<file path="src/rtl/snake_body_tracker_if.sv">
// Handshake/bus bundle between the direction stage, snake_body_tracker and
// the renderer/apple logic. Clock and reset stay plain module ports.
interface snake_body_tracker_if #(
  parameter int GRID_W  = 16,
  parameter int GRID_H  = 12,
  parameter int MAX_LEN = 8
);
  localparam int X_W = $clog2(GRID_W);
  localparam int Y_W = $clog2(GRID_H);
  localparam int L_W = $clog2(MAX_LEN + 1);

  logic                   pause_clk;
  logic [1:0]             direction;
  logic                   grow;
  logic                   restart;
  logic [X_W-1:0]         head_x;
  logic [Y_W-1:0]         head_y;
  logic [MAX_LEN*X_W-1:0] body_x;
  logic [MAX_LEN*Y_W-1:0] body_y;
  logic [MAX_LEN-1:0]     body_valid;
  logic [L_W-1:0]         length;
  logic                   bad_collision;
  logic                   dead;

  modport slave (
    input  pause_clk, direction, grow, restart,
    output head_x, head_y, body_x, body_y, body_valid, length, bad_collision, dead
  );

  modport master (
    output pause_clk, direction, grow, restart,
    input  head_x, head_y, body_x, body_y, body_valid, length, bad_collision, dead
  );
endinterface

</file>
<file path="src/rtl/snake_body_tracker.sv">
// Snake head/body shift-register tracker with growth and wall/self collision.
// Optional SNAKE_WRAP_EN makes the walls wrap instead of killing the snake.
module snake_body_tracker #(
  parameter int GRID_W    = 16,
  parameter int GRID_H    = 12,
  parameter int MAX_LEN   = 8,
  parameter int START_X   = 4,
  parameter int START_Y   = 6,
  parameter int START_LEN = 3
) (
  input  logic                clk,
  input  logic                nrst,
  snake_body_tracker_if.slave bus
);
  localparam int X_W = $clog2(GRID_W);
  localparam int Y_W = $clog2(GRID_H);
  localparam int L_W = $clog2(MAX_LEN + 1);

  localparam logic [1:0] DIR_UP    = 2'b00;
  localparam logic [1:0] DIR_DOWN  = 2'b01;
  localparam logic [1:0] DIR_LEFT  = 2'b10;

  typedef enum logic {RUN = 1'b0, DEAD = 1'b1} state_e;

  state_e             state_q, state_d;
  logic [X_W-1:0]     seg_x_q [MAX_LEN];
  logic [X_W-1:0]     seg_x_d [MAX_LEN];
  logic [Y_W-1:0]     seg_y_q [MAX_LEN];
  logic [Y_W-1:0]     seg_y_d [MAX_LEN];
  logic [L_W-1:0]     len_q, len_d;
  logic [MAX_LEN-1:0] valid_q, valid_d;
  logic               grow_pend_q, grow_pend_d;
  logic               bad_q, bad_d;

  logic               g, wall_edge, wall_hit, self_hit;
  logic [X_W-1:0]     nx;
  logic [Y_W-1:0]     ny;

  function automatic logic [X_W-1:0] start_x(int i);
    return (i < START_LEN) ? X_W'(START_X - i) : '0;
  endfunction

  function automatic logic [Y_W-1:0] start_y(int i);
    return (i < START_LEN) ? Y_W'(START_Y) : '0;
  endfunction

  function automatic logic [MAX_LEN-1:0] len_mask(logic [L_W-1:0] len);
    logic [MAX_LEN-1:0] m;
    for (int i = 0; i < MAX_LEN; i++) m[i] = (i < int'(len));
    return m;
  endfunction

  assign g = grow_pend_q | bus.grow;

  // Next head always wraps; the wall flag decides whether that wrap is legal.
  always_comb begin
    nx        = seg_x_q[0];
    ny        = seg_y_q[0];
    wall_edge = 1'b0;
    case (bus.direction)
      DIR_UP: begin
        wall_edge = (seg_y_q[0] == '0);
        ny = wall_edge ? Y_W'(GRID_H - 1) : seg_y_q[0] - 1'b1;
      end
      DIR_DOWN: begin
        wall_edge = (seg_y_q[0] == Y_W'(GRID_H - 1));
        ny = wall_edge ? '0 : seg_y_q[0] + 1'b1;
      end
      DIR_LEFT: begin
        wall_edge = (seg_x_q[0] == '0);
        nx = wall_edge ? X_W'(GRID_W - 1) : seg_x_q[0] - 1'b1;
      end
      default: begin
        wall_edge = (seg_x_q[0] == X_W'(GRID_W - 1));
        nx = wall_edge ? '0 : seg_x_q[0] + 1'b1;
      end
    endcase
`ifdef SNAKE_WRAP_EN
    wall_hit = 1'b0;
`else
    wall_hit = wall_edge;
`endif
  end

  // Without growth the tail cell is vacated this tick, so it is excluded.
  always_comb begin
    self_hit = 1'b0;
    for (int i = 1; i < MAX_LEN; i++) begin
      if (((i < int'(len_q) - 1) || (g && (i < int'(len_q)))) &&
          (seg_x_q[i] == nx) && (seg_y_q[i] == ny))
        self_hit = 1'b1;
    end
  end

  always_comb begin
    state_d     = state_q;
    seg_x_d     = seg_x_q;
    seg_y_d     = seg_y_q;
    len_d       = len_q;
    grow_pend_d = grow_pend_q | bus.grow;
    bad_d       = 1'b0;
    if (bus.restart) begin
      state_d     = RUN;
      grow_pend_d = 1'b0;
      len_d       = L_W'(START_LEN);
      for (int i = 0; i < MAX_LEN; i++) begin
        seg_x_d[i] = start_x(i);
        seg_y_d[i] = start_y(i);
      end
    end else if (state_q == DEAD) begin
      grow_pend_d = 1'b0;
    end else if (bus.pause_clk) begin
      grow_pend_d = 1'b0;
      if (wall_hit || self_hit) begin
        bad_d   = 1'b1;
        state_d = DEAD;
      end else begin
        for (int i = 1; i < MAX_LEN; i++) begin
          seg_x_d[i] = seg_x_q[i-1];
          seg_y_d[i] = seg_y_q[i-1];
        end
        seg_x_d[0] = nx;
        seg_y_d[0] = ny;
        if (g && (len_q != L_W'(MAX_LEN))) len_d = len_q + 1'b1;
      end
    end
    valid_d = len_mask(len_d);
  end

  always_ff @(posedge clk or negedge nrst) begin
    if (!nrst) begin
      state_q     <= RUN;
      len_q       <= L_W'(START_LEN);
      valid_q     <= len_mask(L_W'(START_LEN));
      grow_pend_q <= 1'b0;
      bad_q       <= 1'b0;
      for (int i = 0; i < MAX_LEN; i++) begin
        seg_x_q[i] <= start_x(i);
        seg_y_q[i] <= start_y(i);
      end
    end else begin
      state_q     <= state_d;
      len_q       <= len_d;
      valid_q     <= valid_d;
      grow_pend_q <= grow_pend_d;
      bad_q       <= bad_d;
      seg_x_q     <= seg_x_d;
      seg_y_q     <= seg_y_d;
    end
  end

  always_comb begin
    for (int i = 0; i < MAX_LEN; i++) begin
      bus.body_x[i*X_W +: X_W] = seg_x_q[i];
      bus.body_y[i*Y_W +: Y_W] = seg_y_q[i];
    end
  end

  assign bus.head_x        = seg_x_q[0];
  assign bus.head_y        = seg_y_q[0];
  assign bus.body_valid    = valid_q;
  assign bus.length        = len_q;
  assign bus.bad_collision = bad_q;
  assign bus.dead          = (state_q == DEAD);
endmodule

</file>
<file path="src/flat_wrapper.sv">
// flat-port wrapper written by rule: the top's interface ports become plain ports
module snake_body_tracker_flat 
#(
  parameter int GRID_W    = 16,
  parameter int GRID_H    = 12,
  parameter int MAX_LEN   = 8,
  parameter int START_X   = 4,
  parameter int START_Y   = 6,
  parameter int START_LEN = 3
)
  (clk, nrst, bus_pause_clk, bus_direction, bus_grow, bus_restart, bus_head_x, bus_head_y, bus_body_x, bus_body_y, bus_body_valid, bus_length, bus_bad_collision, bus_dead);
  snake_body_tracker_if #(.GRID_W(GRID_W), .GRID_H(GRID_H), .MAX_LEN(MAX_LEN)) bus_i ();
  input  logic clk;
  input  logic nrst;
  input wire logic [$bits(bus_i.pause_clk)-1:0] bus_pause_clk;
  input wire logic [$bits(bus_i.direction)-1:0] bus_direction;
  input wire logic [$bits(bus_i.grow)-1:0] bus_grow;
  input wire logic [$bits(bus_i.restart)-1:0] bus_restart;
  output wire logic [$bits(bus_i.head_x)-1:0] bus_head_x;
  output wire logic [$bits(bus_i.head_y)-1:0] bus_head_y;
  output wire logic [$bits(bus_i.body_x)-1:0] bus_body_x;
  output wire logic [$bits(bus_i.body_y)-1:0] bus_body_y;
  output wire logic [$bits(bus_i.body_valid)-1:0] bus_body_valid;
  output wire logic [$bits(bus_i.length)-1:0] bus_length;
  output wire logic [$bits(bus_i.bad_collision)-1:0] bus_bad_collision;
  output wire logic [$bits(bus_i.dead)-1:0] bus_dead;
  assign bus_i.pause_clk = bus_pause_clk;
  assign bus_i.direction = bus_direction;
  assign bus_i.grow = bus_grow;
  assign bus_i.restart = bus_restart;
  assign bus_head_x = bus_i.head_x;
  assign bus_head_y = bus_i.head_y;
  assign bus_body_x = bus_i.body_x;
  assign bus_body_y = bus_i.body_y;
  assign bus_body_valid = bus_i.body_valid;
  assign bus_length = bus_i.length;
  assign bus_bad_collision = bus_i.bad_collision;
  assign bus_dead = bus_i.dead;
  snake_body_tracker #(.GRID_W(GRID_W), .GRID_H(GRID_H), .MAX_LEN(MAX_LEN), .START_X(START_X), .START_Y(START_Y), .START_LEN(START_LEN)) u_core (.clk(clk), .nrst(nrst), .bus(bus_i));
endmodule
</file>
<file path="config.mk">
export PLATFORM = sky130hd
export DESIGN_NAME = snake_body_tracker_flat
export DESIGN_NICKNAME = d
export VERILOG_FILES = /design/src/rtl/snake_body_tracker_if.sv /design/src/rtl/snake_body_tracker.sv /design/src/flat_wrapper.sv
export SDC_FILE = /design/constraint.sdc
export NUM_CORES = 1
export LEC_CHECK = 0
export CAP_MARGIN = 20
export CELL_PAD_IN_SITES_DETAIL_PLACEMENT = 0
export CELL_PAD_IN_SITES_GLOBAL_PLACEMENT = 2
export CORE_MARGIN = 1.5
export CORE_UTILIZATION = 36
export CTS_BUF_LIST = sky130_fd_sc_hd__clkbuf_2
export CTS_CLUSTER_SIZE = 40
export DETAILED_ROUTE_END_ITERATION = 10
export PLACE_DENSITY = 0.89
export SYNTH_ARGS = -nofsm -noshare
export SYNTH_HDL_FRONTEND = slang
export SYNTH_SLANG_ARGS = --single-unit
</file>
<file path="constraint.sdc">
create_clock -name clk -period 8 [get_ports clk]
set_input_delay 1.6 -clock clk [delete_from_list [all_inputs] [get_ports clk]]
set_output_delay 1.6 -clock clk [all_outputs]
set_load 0.02 [all_outputs]
</file>
; Yosys cells after proc, flatten, opt, wreduce, memory -nomap -nowiden
; Cells that the tools add are included.
[totals]
output_inout_bits = 86
inputBits = 7
regBits = 79
[op_classes]
n_mux = 36
reduce_logical = 36
eq_ne = 21
n_bitwise = 1
add_sub_neg = 6
order_cmp = 22
[ops]
columns = op, count
row1 = 32-bit 2-to-1 mux, 8
row2 = 4-bit by 32-bit less-than comparator with 1-bit output (first input constant), 4
row3 = 3-bit by 32-bit less-than comparator with 1-bit output (first input constant), 2
row4 = 4-bit == test, 14
row5 = 4-bit 2-to-1 mux, 9
row6 = 2-bit by 32-bit less-than comparator with 1-bit output (first input constant), 1
row7 = 3-bit by 4-bit less-than comparator with 1-bit output (first input constant), 8
row8 = 1-bit logical AND, 22
row9 = 2-bit by 4-bit less-than comparator with 1-bit output (first input constant), 4
row10 = 1-bit 2-to-1 mux, 16
row11 = 4-bit case mux with 2 select lines, 2
row12 = 4-bit by 1-bit adder with 4-bit output (second input constant), 3
row13 = 1-bit by 4-bit less-than comparator with 1-bit output (first input constant), 3
row14 = 4-bit == test (second input constant), 2
row15 = 4-bit zero test, 2
row16 = 1-bit logical OR, 8
row17 = 4-bit by 1-bit subtractor with 4-bit output (second input constant), 2
row18 = 4-bit by 1-bit subtractor with 5-bit output (second input constant), 1
row19 = 2-bit != test (second input constant), 2
row20 = 4-bit != test (second input constant), 1
row21 = 1-bit case mux with 3 select lines, 1
row22 = 3-bit AND reduction, 1
row23 = 2-bit by 1-bit == test with 1-bit output (second input constant), 1
row24 = 2-bit == test (second input constant), 1
row25 = other kinds (4), 4

; Depth between registers and ports, before layout
; Gate-level depths: netlist of run 1.
[logic_depth]
ltp_word = 19
mapped_depth = 16

; Worst setup path after synthesis of run 1
; OpenSTA, ideal clock, no wires.
[synth_timing]
path_type = input to register
from = in bus_direction[0]
to = reg u_core.valid_q[5], in the netlist u_core.bus.body_valid[5]
required_time_ps = 7861
stages = 11
arrival_ps = 4799
setup_slack_ps = 3062
path_cell_list = buf_2 -> or4b_4 -> a211oi_4 -> nor2_2 -> xnor2_1 -> a2111o_1 -> o41ai_1 -> nor4_4 -> nand4_1 -> mux2_2 -> or4_1
[synth_between]
elab_chain_len = 19
[synth_lines]
columns = element, line
row1 = "start, declared", flat_wrapper.sv:16  ; input wire logic [$bits(bus_i.direction)-1:0] bus_direction;
row2 = 2-bit by 1-bit == test with 1-bit output or 2-bit zero test (tied branches), snake_body_tracker.sv:60  ; case (bus.direction)
row3 = 2-bit OR reduction (no line), --
row4 = 4-bit case mux with 2 select lines, snake_body_tracker.sv:60
row5 = 4-bit == test, snake_body_tracker.sv:90  ; (seg_x_q[i] == nx) && (seg_y_q[i] == ny))
row6 = 1-bit logical AND, snake_body_tracker.sv:89  ; if (((i < int'(len_q) - 1) || (g && (i < int'(len_q)))) &&
row7 = 1-bit logical AND, snake_body_tracker.sv:90
row8 = 1-bit 2-to-1 mux (7 in series), snake_body_tracker.sv:89
row9 = 1-bit logical OR *, snake_body_tracker.sv:114  ; if (wall_hit || self_hit) begin
row10 = 4-bit 2-to-1 mux *, snake_body_tracker.sv:114
row11 = 4-bit 2-to-1 mux *, snake_body_tracker.sv:112  ; end else if (bus.pause_clk) begin
row12 = 4-bit 2-to-1 mux *, snake_body_tracker.sv:110  ; end else if (state_q == DEAD) begin
row13 = 4-bit 2-to-1 mux *, snake_body_tracker.sv:102  ; if (bus.restart) begin
row14 = via u_core.len_d[3], snake_body_tracker.sv:30  ; logic [L_W-1:0] len_q, len_d;
row15 = 3-bit by 4-bit less-than comparator with 1-bit output *, snake_body_tracker.sv:49  ; for (int i = 0; i < MAX_LEN; i++) m[i] = (i < int'(len));
row16 = via u_core.valid_d[5], snake_body_tracker.sv:31  ; logic [MAX_LEN-1:0] valid_q, valid_d;
row17 = "end signal, assigned", snake_body_tracker.sv:134  ; valid_q <= len_mask(L_W'(START_LEN));
row18 = "end signal, assigned", snake_body_tracker.sv:144  ; valid_q <= valid_d;
row19 = "end, declared", snake_body_tracker.sv:31
; The timed path passes the listed nets; every way through them passes the cells marked *.
; A chain may end at the register's enable or synchronous reset.

; Worst setup path after layout of run 1
[layout_timing]
from = in bus_direction[1]
to = reg u_core.seg_y_q (netlist bit u_core.bus.head_y[2])
[layout_between]
elab_chain_len = 16
[layout_lines]
columns = element, line
row1 = 2-bit by 1-bit == test with 1-bit output or 2-bit zero test (tied branches), snake_body_tracker.sv:60
row2 = 2-bit OR reduction (no line), --
row3 = 4-bit case mux with 2 select lines, snake_body_tracker.sv:60
row4 = 4-bit == test, snake_body_tracker.sv:90
row5 = 1-bit logical AND, snake_body_tracker.sv:89
row6 = 1-bit logical AND, snake_body_tracker.sv:90
row7 = 1-bit 2-to-1 mux (7 in series), snake_body_tracker.sv:89
row8 = 1-bit logical OR, snake_body_tracker.sv:114
row9 = 2-bit != test (no line), --
row10 = 3-bit AND reduction (no line), --
row11 = "end signal, assigned by index", snake_body_tracker.sv:139  ; seg_y_q[i] <= start_y(i);
row12 = "end signal, assigned", snake_body_tracker.sv:148  ; seg_y_q <= seg_y_d;
row13 = "end, declared", snake_body_tracker.sv:28  ; logic [Y_W-1:0] seg_y_q [MAX_LEN];
; Parallel ways exist; a longest one is shown, timed or not. The select of a mux whose other input is x is not followed.

==> results.sh, run 1 <==
export IMPL_outcome="finished, final reports clean"
export IMPL_drt_iter0_markers=379
export IMPL_ant_nets=0
export IMPL_ys_async_sr_fraction_pct=100
export IMPL_fin_crit_sh_pct=69.1
export IMPL_io_buffers=92
export IMPL_ctsHoldBuffers=0
export IMPL_synthMuxAreaShare_pct=12.0
export IMPL_antenna_found_initial=1
export IMPL_worst_slew_pin_slew_ns=1.10
export IMPL_dp_hpwl_mm=11.8
export IMPL_yosysUniqueCellTypes=70
export IMPL_synth_area_leader_cell="dfrtp_1"
export IMPL_required_ns=8.58
export IMPL_fin_area_sq_um=6370
export IMPL_syn_to_final_growth_pct=20.2
export IMPL_gp_congestion=0.896
export IMPL_slew_violations=0
export IMPL_synthCells=576
export IMPL_ys_seq_area_share_pct=37.2
export IMPL_highest_layer="met4"
export IMPL_gr_total_overflow=0
export IMPL_setup_viol=0
export IMPL_synth_compound_area_share_pct=15.6
export IMPL_max_slew_margin_pct=26.4
export IMPL_r2r_slack_ns=3.25
export IMPL_root_buffer="clkbuf_2"
export IMPL_wl_met2_mm=7.85
export IMPL_fin_skew_ns=0.0351
export IMPL_postPlaceCellArea_sq_um=6220
export IMPL_postCtsSetupRepairBufs=0
export IMPL_cts_sinks=78
export IMPL_grt_pass1_vias=4611
export IMPL_grt_util_all_layers_pct=21.8
export IMPL_clock_latency_ns=0.61
export IMPL_netlist_top_cells_area="dfrtp_1 30%, mux2i_1 11%, dfstp_2 7.4%, nor2_1 5.7%, xnor2_1 3.6%"
export IMPL_initial_core_util_pct=36.6
export IMPL_die_y_um=124
export IMPL_layout_cells_non_filler=824
export IMPL_finalCriticalPeriod_ns=5.53
export IMPL_dieArea_sq_um=15500
export IMPL_synth_xor_area_share_pct=8.12
export IMPL_criticalPathCategory="input pin to flop"
export IMPL_end_kind="flop"
export IMPL_powerDensity_nw_per_um2=147
export IMPL_cts_tree="yes"
export IMPL_crit_arrival_ns=6.11
export IMPL_die_w_um=124
export IMPL_avgViaCountPerCell=5.67
export IMPL_startpoint_type="input pin"
export IMPL_cts_buffers=9
export IMPL_tns_ns=0
export IMPL_rsz0062_at_grt="false"
export IMPL_power_mw=0.938
export IMPL_ff_latch_area_sq_um=1970
export IMPL_ir_worst_vdd_v=0.0000638
export IMPL_h_tree_depth=3
export IMPL_dpl_cell_count=806
export IMPL_routed_wl_mm=16.4
export IMPL_synth_ff_type="dfrtp_1"
export IMPL_m1WireLength_mm=7.72
export IMPL_num_vias=4668
export IMPL_synth_nets=590
export IMPL_wl_met3_um=642
export IMPL_timing_final_hold_violations=0
export IMPL_synth_most_common_cell="nor2_1"
export IMPL_synth_top_family_by_area="simple AND/OR/NAND/NOR gates"
export IMPL_synth_top_cell_area_share_pct=29.7
export IMPL_max_cap_viol_count=0
export IMPL_grt_max_degree=79
export IMPL_drive_gt1_share_pct=8.61
export IMPL_hold_path_class="flop to flop"
export IMPL_io_pins=93
export IMPL_cts_resized=0
export IMPL_synth_common_cells="80 x nor2_1, 63 x dfrtp_1, 59 x mux2i_1, 31 x nand2_1, 28 x a21oi_1"
export IMPL_grt_pass1_wl_mm=26.3
export IMPL_synth_avg_cell_area_sq_um=9.21
export IMPL_fmax_mhz=181
export IMPL_whs_ns=0.511
export IMPL_clk_path_buf_depth=2
export IMPL_synth_adder_area_share_pct=1.65
export IMPL_synth_area_sq_um=5300
export IMPL_synth_edf_count=0
export IMPL_coreArea_sq_um=14500
export IMPL_drc=0
export IMPL_multiInputGateArea_sq_um=3020
export IMPL_wl_per_cell_um=19.9
export IMPL_ys_seq_elements=78
export IMPL_synthSimpleGateAreaFrac_pct=19.5
export IMPL_critPathMaxFanout=76
export IMPL_nNetsFinal=648
export IMPL_clk_transition_reported_paths_ns=0.24
export IMPL_p_leak_nw=2.63
export IMPL_ys_warn_count=0
export IMPL_rows=44
export IMPL_n_fill_cell=1465
export IMPL_firstDrtPassIters=5
-- final timing paths --
| check | startpoint | to | cells after the start |
|---|---|---|---|
| setup reg to reg | u_core.bus.head_x[0] | u_core.bus.body_valid[5] | 12 |
| min in group asynchronous | nrst | u_core.bus.head_x[0] | 1 |
| hold / removal | u_core.bus.dead | u_core.grow_pend_q | 1 |
| setup / recovery | bus_direction[1] | u_core.bus.head_y[2] | 12 |
| max in group asynchronous | nrst | u_core.bus.length[1] | 2 |
| hold reg to reg | u_core.bus.dead | u_core.grow_pend_q | 1 |
-- kinds of logic after synthesis --
| logic type | count (synthesis) |
|---|---|
| simple gates | 204 |
| xor+xnor | 46 |
| fa+ha+maj | 7 |
| mux | 63 |
| flops | 78 |
| compound gates | 110 |
| buf+inv | 68 |
-- layer usage --
| layer | vias to the layer above | GRT usage, % |
|---|---|---|
| li1 | 2171 | - |
| met1 | 2325 | 30.5 |
| met2 | 148 | 34.7 |
| met3 | 24 | 4.12 |
| met4 | 0 | 5.21 |
| met5 | - | 0 |
-- flip-flops by register name, summed over array words and instances (netlist names) --
signal / count
u_core.bus.length: 4
u_core.bus.body_x: 28
u_core.grow_pend_q: 1
u_core.bus.head_y: 4
u_core.bus.body_valid: 7
u_core.bus.dead: 1
u_core.bus.bad_collision: 1
u_core.bus.head_x: 4
u_core.bus.body_y: 28
-- layout make-up --
class / instances / share of cell area (%)
Antenna cell: 1 / 0.0393
Clock buffer: 9 / 0.707
Clock inverter: 7 / 1.16
Inverter: 19 / 1.12
Multi-Input combinational cell: 430 / 47.3
Sequential cell: 78 / 30.9
Tap cell: 184 / 3.61
Timing Repair Buffer: 96 / 15.1
-- layout by cell type (no fill, tap or decap), drive strengths merged, types with 3 or more instances in the layout --
master,count
o211ai,4
dfrtp,63
a32o,3
a2111o,5
clkinvlp,3
nor2b,9
nand3,7
nand3b,6
a311o,3
buf,6
o22ai,3
clkbuf,9
ha,7
and3,7
nand2b,6
xnor2,22
xor2,22
nor2,81
and2,6
or2,3
o21ai,18
a211o,5
a211oi,4
nand2,31
nor4,7
a21oi,28
a2111oi,7
nand4,11
dfstp,15
mux2i,59
nor3,13
mux2,4
inv,20
a31oi,4
or3,5
clkdlybuf4s50,90
-- worst max-delay path: stages --
cell,delay (ns)
clkdlybuf4s50_1,1.08
nand2_1,0.20
a2111oi_2,0.66
nor3_1,0.14
mux2i_1,0.21
nor3_1,0.10
o2bb2ai_2,0.16
nor4_4,0.42
buf_4,0.85
and2_1,0.28
mux2i_1,0.19
nand2_1,0.07
-- through the flow --
| stage | utilization, % | worst slack (ns) |
|---|---|---|
| after floorplan | - | 3.06 |
| after detailed placement | 43.0 | 1.86 |
| after CTS | 43.8 | 2.54 |
| after global routing | 44.0 | 2.28 |
| final | 44.0 | 2.47 |
| after global placement | 43.0 | 1.81 |
-- power by group --
| group | switching [mW] | total [mW] | internal, mW |
|---|---|---|---|
| Clock | 0.159 | 0.231 | 0.0722 |
| Combinational | 0.155 | 0.264 | 0.109 |
| Sequential | 0.0300 | 0.443 | 0.413 |
Power figures use the tool's default switching activity.
==> run 2, diff against run 1 <==
--- a/config.mk
+++ b/config.mk
@@ -9,11 +9,11 @@
 export CELL_PAD_IN_SITES_DETAIL_PLACEMENT = 0
 export CELL_PAD_IN_SITES_GLOBAL_PLACEMENT = 2
 export CORE_MARGIN = 1.5
-export CORE_UTILIZATION = 36
+export CORE_UTILIZATION = 34
 export CTS_BUF_LIST = sky130_fd_sc_hd__clkbuf_2
 export CTS_CLUSTER_SIZE = 40
 export DETAILED_ROUTE_END_ITERATION = 10
-export PLACE_DENSITY = 0.89
+export PLACE_DENSITY = 0.84
 export SYNTH_ARGS = -nofsm -noshare
 export SYNTH_HDL_FRONTEND = slang
 export SYNTH_SLANG_ARGS = --single-unit
==> constraint.sdc (replaced) <==
create_clock -name clk -period 5.3 [get_ports clk]
set_input_delay 1.06 -clock clk [delete_from_list [all_inputs] [get_ports clk]]
set_output_delay 1.06 -clock clk [all_outputs]
set_load 0.02 [all_outputs]
==> run 2 against run 1 <==
Clock-buffer cell count increased by 2. Critical path depth is the same. Power is 53% higher. Setup slack worse by 1.8 ns. Largest power group unchanged. Worst hold slack got worse by 0.24 ns. Register-to-register slack worse by 2.3 ns. Clock skew is 0.0038 ns higher. Non-clock buffer count up 17. Clock power grew 53%. Largest cell class unchanged.
==> results.sh, run 2 (synthesis results as in run 1) <==
export IMPL_p_comb_share_pct=29.2
export IMPL_io_pins=93
export IMPL_gp_congestion=0.899
export IMPL_slew_violations=0
export IMPL_wl_per_cell_um=20.4
export IMPL_cp_cell_sequence="clkdlybuf4s50_1, or4b_4, a211oi_4, nor2_2, xnor2_1, a2111o_1, o41ai_1, nor4_4, buf_4, nand2_1, mux2_2, a211o_1"
export IMPL_drive_gt1_share_pct=11.1
export IMPL_root_buffer="clkbuf_2"
export IMPL_criticalPathCategory="input pin to flop"
export IMPL_die_w_um=128
export IMPL_io_buffers=92
export IMPL_fin_skew_ns=0.0389
export IMPL_drt_iter0_markers=292
export IMPL_rsz0062_at_grt="false"
export IMPL_finalCriticalPeriod_ns=4.64
export IMPL_timing_final_hold_violations=0
export IMPL_syn_to_final_growth_pct=23.1
export IMPL_p_seq_share_pct=46.2
export IMPL_clock_latency_ns=0.62
export IMPL_crit_buf_inv=2
export IMPL_num_vias=4675
export IMPL_grt_pass1_vias=4520
export IMPL_antenna_found_initial=1
export IMPL_avgViaCountPerCell=5.53
export IMPL_fin_crit_sh_pct=87.5
export IMPL_setup_viol=0
export IMPL_crit_arrival_ns=5.20
export IMPL_dieArea_sq_um=16400
export IMPL_hold_path_class="input pin to async pin"
export IMPL_h_tree_depth=3
export IMPL_ant_nets=0
export IMPL_rows=45
export IMPL_tns_ns=0
export IMPL_max_slew_margin_pct=47.4
export IMPL_routed_wl_mm=17.3
export IMPL_clk_path_buf_depth=2
export IMPL_postPlaceCellArea_sq_um=6380
export IMPL_grt_pass1_wl_mm=26.8
export IMPL_gr_total_overflow=0
export IMPL_max_cap_viol_count=0
export IMPL_power_share_clock_pct=24.6
export IMPL_slowest_delay_ns=0.62
export IMPL_powerDensity_nw_per_um2=220
export IMPL_critPathTopFamily="compound AO/OA/AOI/OAI gates"
export IMPL_die_y_um=128
export IMPL_coreArea_sq_um=15200
export IMPL_n_fill_cell=1534
export IMPL_place_ws_ns=0.0568
export IMPL_critPathMaxFanout=15
export IMPL_fin_area_sq_um=6530
export IMPL_startpoint_type="input pin"
export IMPL_worst_slew_pin_slew_ns=0.781
export IMPL_layout_common_cells="90 x clkdlybuf4s50_1, 80 x nor2_1, 63 x dfrtp_1"
export IMPL_cts_tree="yes"
export IMPL_switching_share_pct=36.4
export IMPL_fmax_mhz=216
export IMPL_cts_sinks=78
export IMPL_required_ns=5.86
export IMPL_initial_core_util_pct=34.9
export IMPL_dp_hpwl_mm=12.5
export IMPL_ir_worst_vdd_v=0.0000815
export IMPL_worst_slack_ns=0.663
export IMPL_p_leak_nw=2.73
export IMPL_end_kind="flop"
export IMPL_final_common_cell="clkdlybuf4s50_1"
export IMPL_internal_power_mw=0.914
export IMPL_firstDrtPassIters=7
export IMPL_p_sw_mw=0.522
export IMPL_cts_buffers=9
export IMPL_nNetsFinal=665
export IMPL_grt_util_all_layers_pct=21.7
export IMPL_fin_util_pct=42.9
export IMPL_crit_slowest_cell="clkdlybuf4s50_1"
export IMPL_postCtsSetupRepairBufs=0
export IMPL_drc=0
export IMPL_whs_ns=0.274
export IMPL_ctsHoldBuffers=0
export IMPL_cts_resized=0
export IMPL_grt_max_degree=79
export IMPL_outcome="finished, final reports clean"
export IMPL_clk_transition_reported_paths_ns=0.24
-- run 2: changes by cell type in the layout (fill, tap and decap cells not counted), sizes merged --
| cell | previous run | this run |
|---|---|---|
| buf | 6 | 23 |
| clkbuf | 9 | 11 |
| clkinv | 2 | 1 |
| inv | 20 | 19 |
-- run 2: per-layer routing --
layer  share of wire [%]  vias up  wire [um]  GRT usage (%)
met4                 2.0        0        345           8.33
met1                  47     2323       8160           30.3
met2                  47      127       8150           34.2
met5                   0        -          0              0
li1                    -     2203          -              -
met3                 3.6       22        626           2.96
-- run 2: path summary, 6_finish.rpt --
check                                     startpoint                       end  slack (ns)  cells past startpoint
worst max-delay path                bus_direction[0]  u_core.bus.body_valid[0]        0.66                     12
worst min-delay path                            nrst      u_core.bus.length[2]        0.27                      1
worst max register to register  u_core.bus.length[0]  u_core.bus.body_valid[0]        0.95                     13
worst min register to register       u_core.bus.dead        u_core.grow_pend_q        0.50                      1
max in group asynchronous                       nrst      u_core.bus.head_x[2]        4.37                      2
min in group clk                     u_core.bus.dead        u_core.grow_pend_q        0.50                      1
-- run 2: final cells by class --
| cell class | instances | area [sq um] | area share [%] |
|---|---|---|---|
| sequential | 78 | 1970 | 30.2 |
| clock inverter | 5 | 61.3 | 0.939 |
| tap | 188 | 235 | 3.60 |
| clock buffer | 11 | 55.1 | 0.843 |
| antenna | 1 | 2.50 | 0.0383 |
| inverter | 19 | 71.3 | 1.09 |
| multi-input combinational | 430 | 3020 | 46.2 |
| timing repair buffer | 113 | 1120 | 17.1 |
-- run 2: stage by stage --
step,cells,power [mW]
2_1_floorplan,576,0.935
3_3_place_gp,827,1.09
3_5_place_dp,827,1.09
4_1_cts,843,1.44
5_1_grt,845,1.51
6_report,845,1.44
-- run 2: worst reg2reg max path, stage by stage, from the launching register on --
cell and delay, ns:
dfstp_2 0.68, inv_1 0.14, ha_1 0.34, nor3_1 0.51, a22oi_1 0.18, o221a_2 0.18, nor4_1 0.30, nand4_1 0.15
o41ai_1 0.57, nor4_4 0.15, buf_4 0.24, nand2_1 0.24, mux2_2 0.37, a211o_1 0.27
-- run 2: power groups by stage --
stage | clock, mW | sequential (mW) | combinational, mW
3_5_place_dp | 0 | 0.672 | 0.418
6_report | 0.353 | 0.663 | 0.420
4_1_cts | 0.362 | 0.662 | 0.420
3_3_place_gp | 0 | 0.672 | 0.418
5_1_grt | 0.391 | 0.667 | 0.455
2_1_floorplan | 0 | 0.679 | 0.256
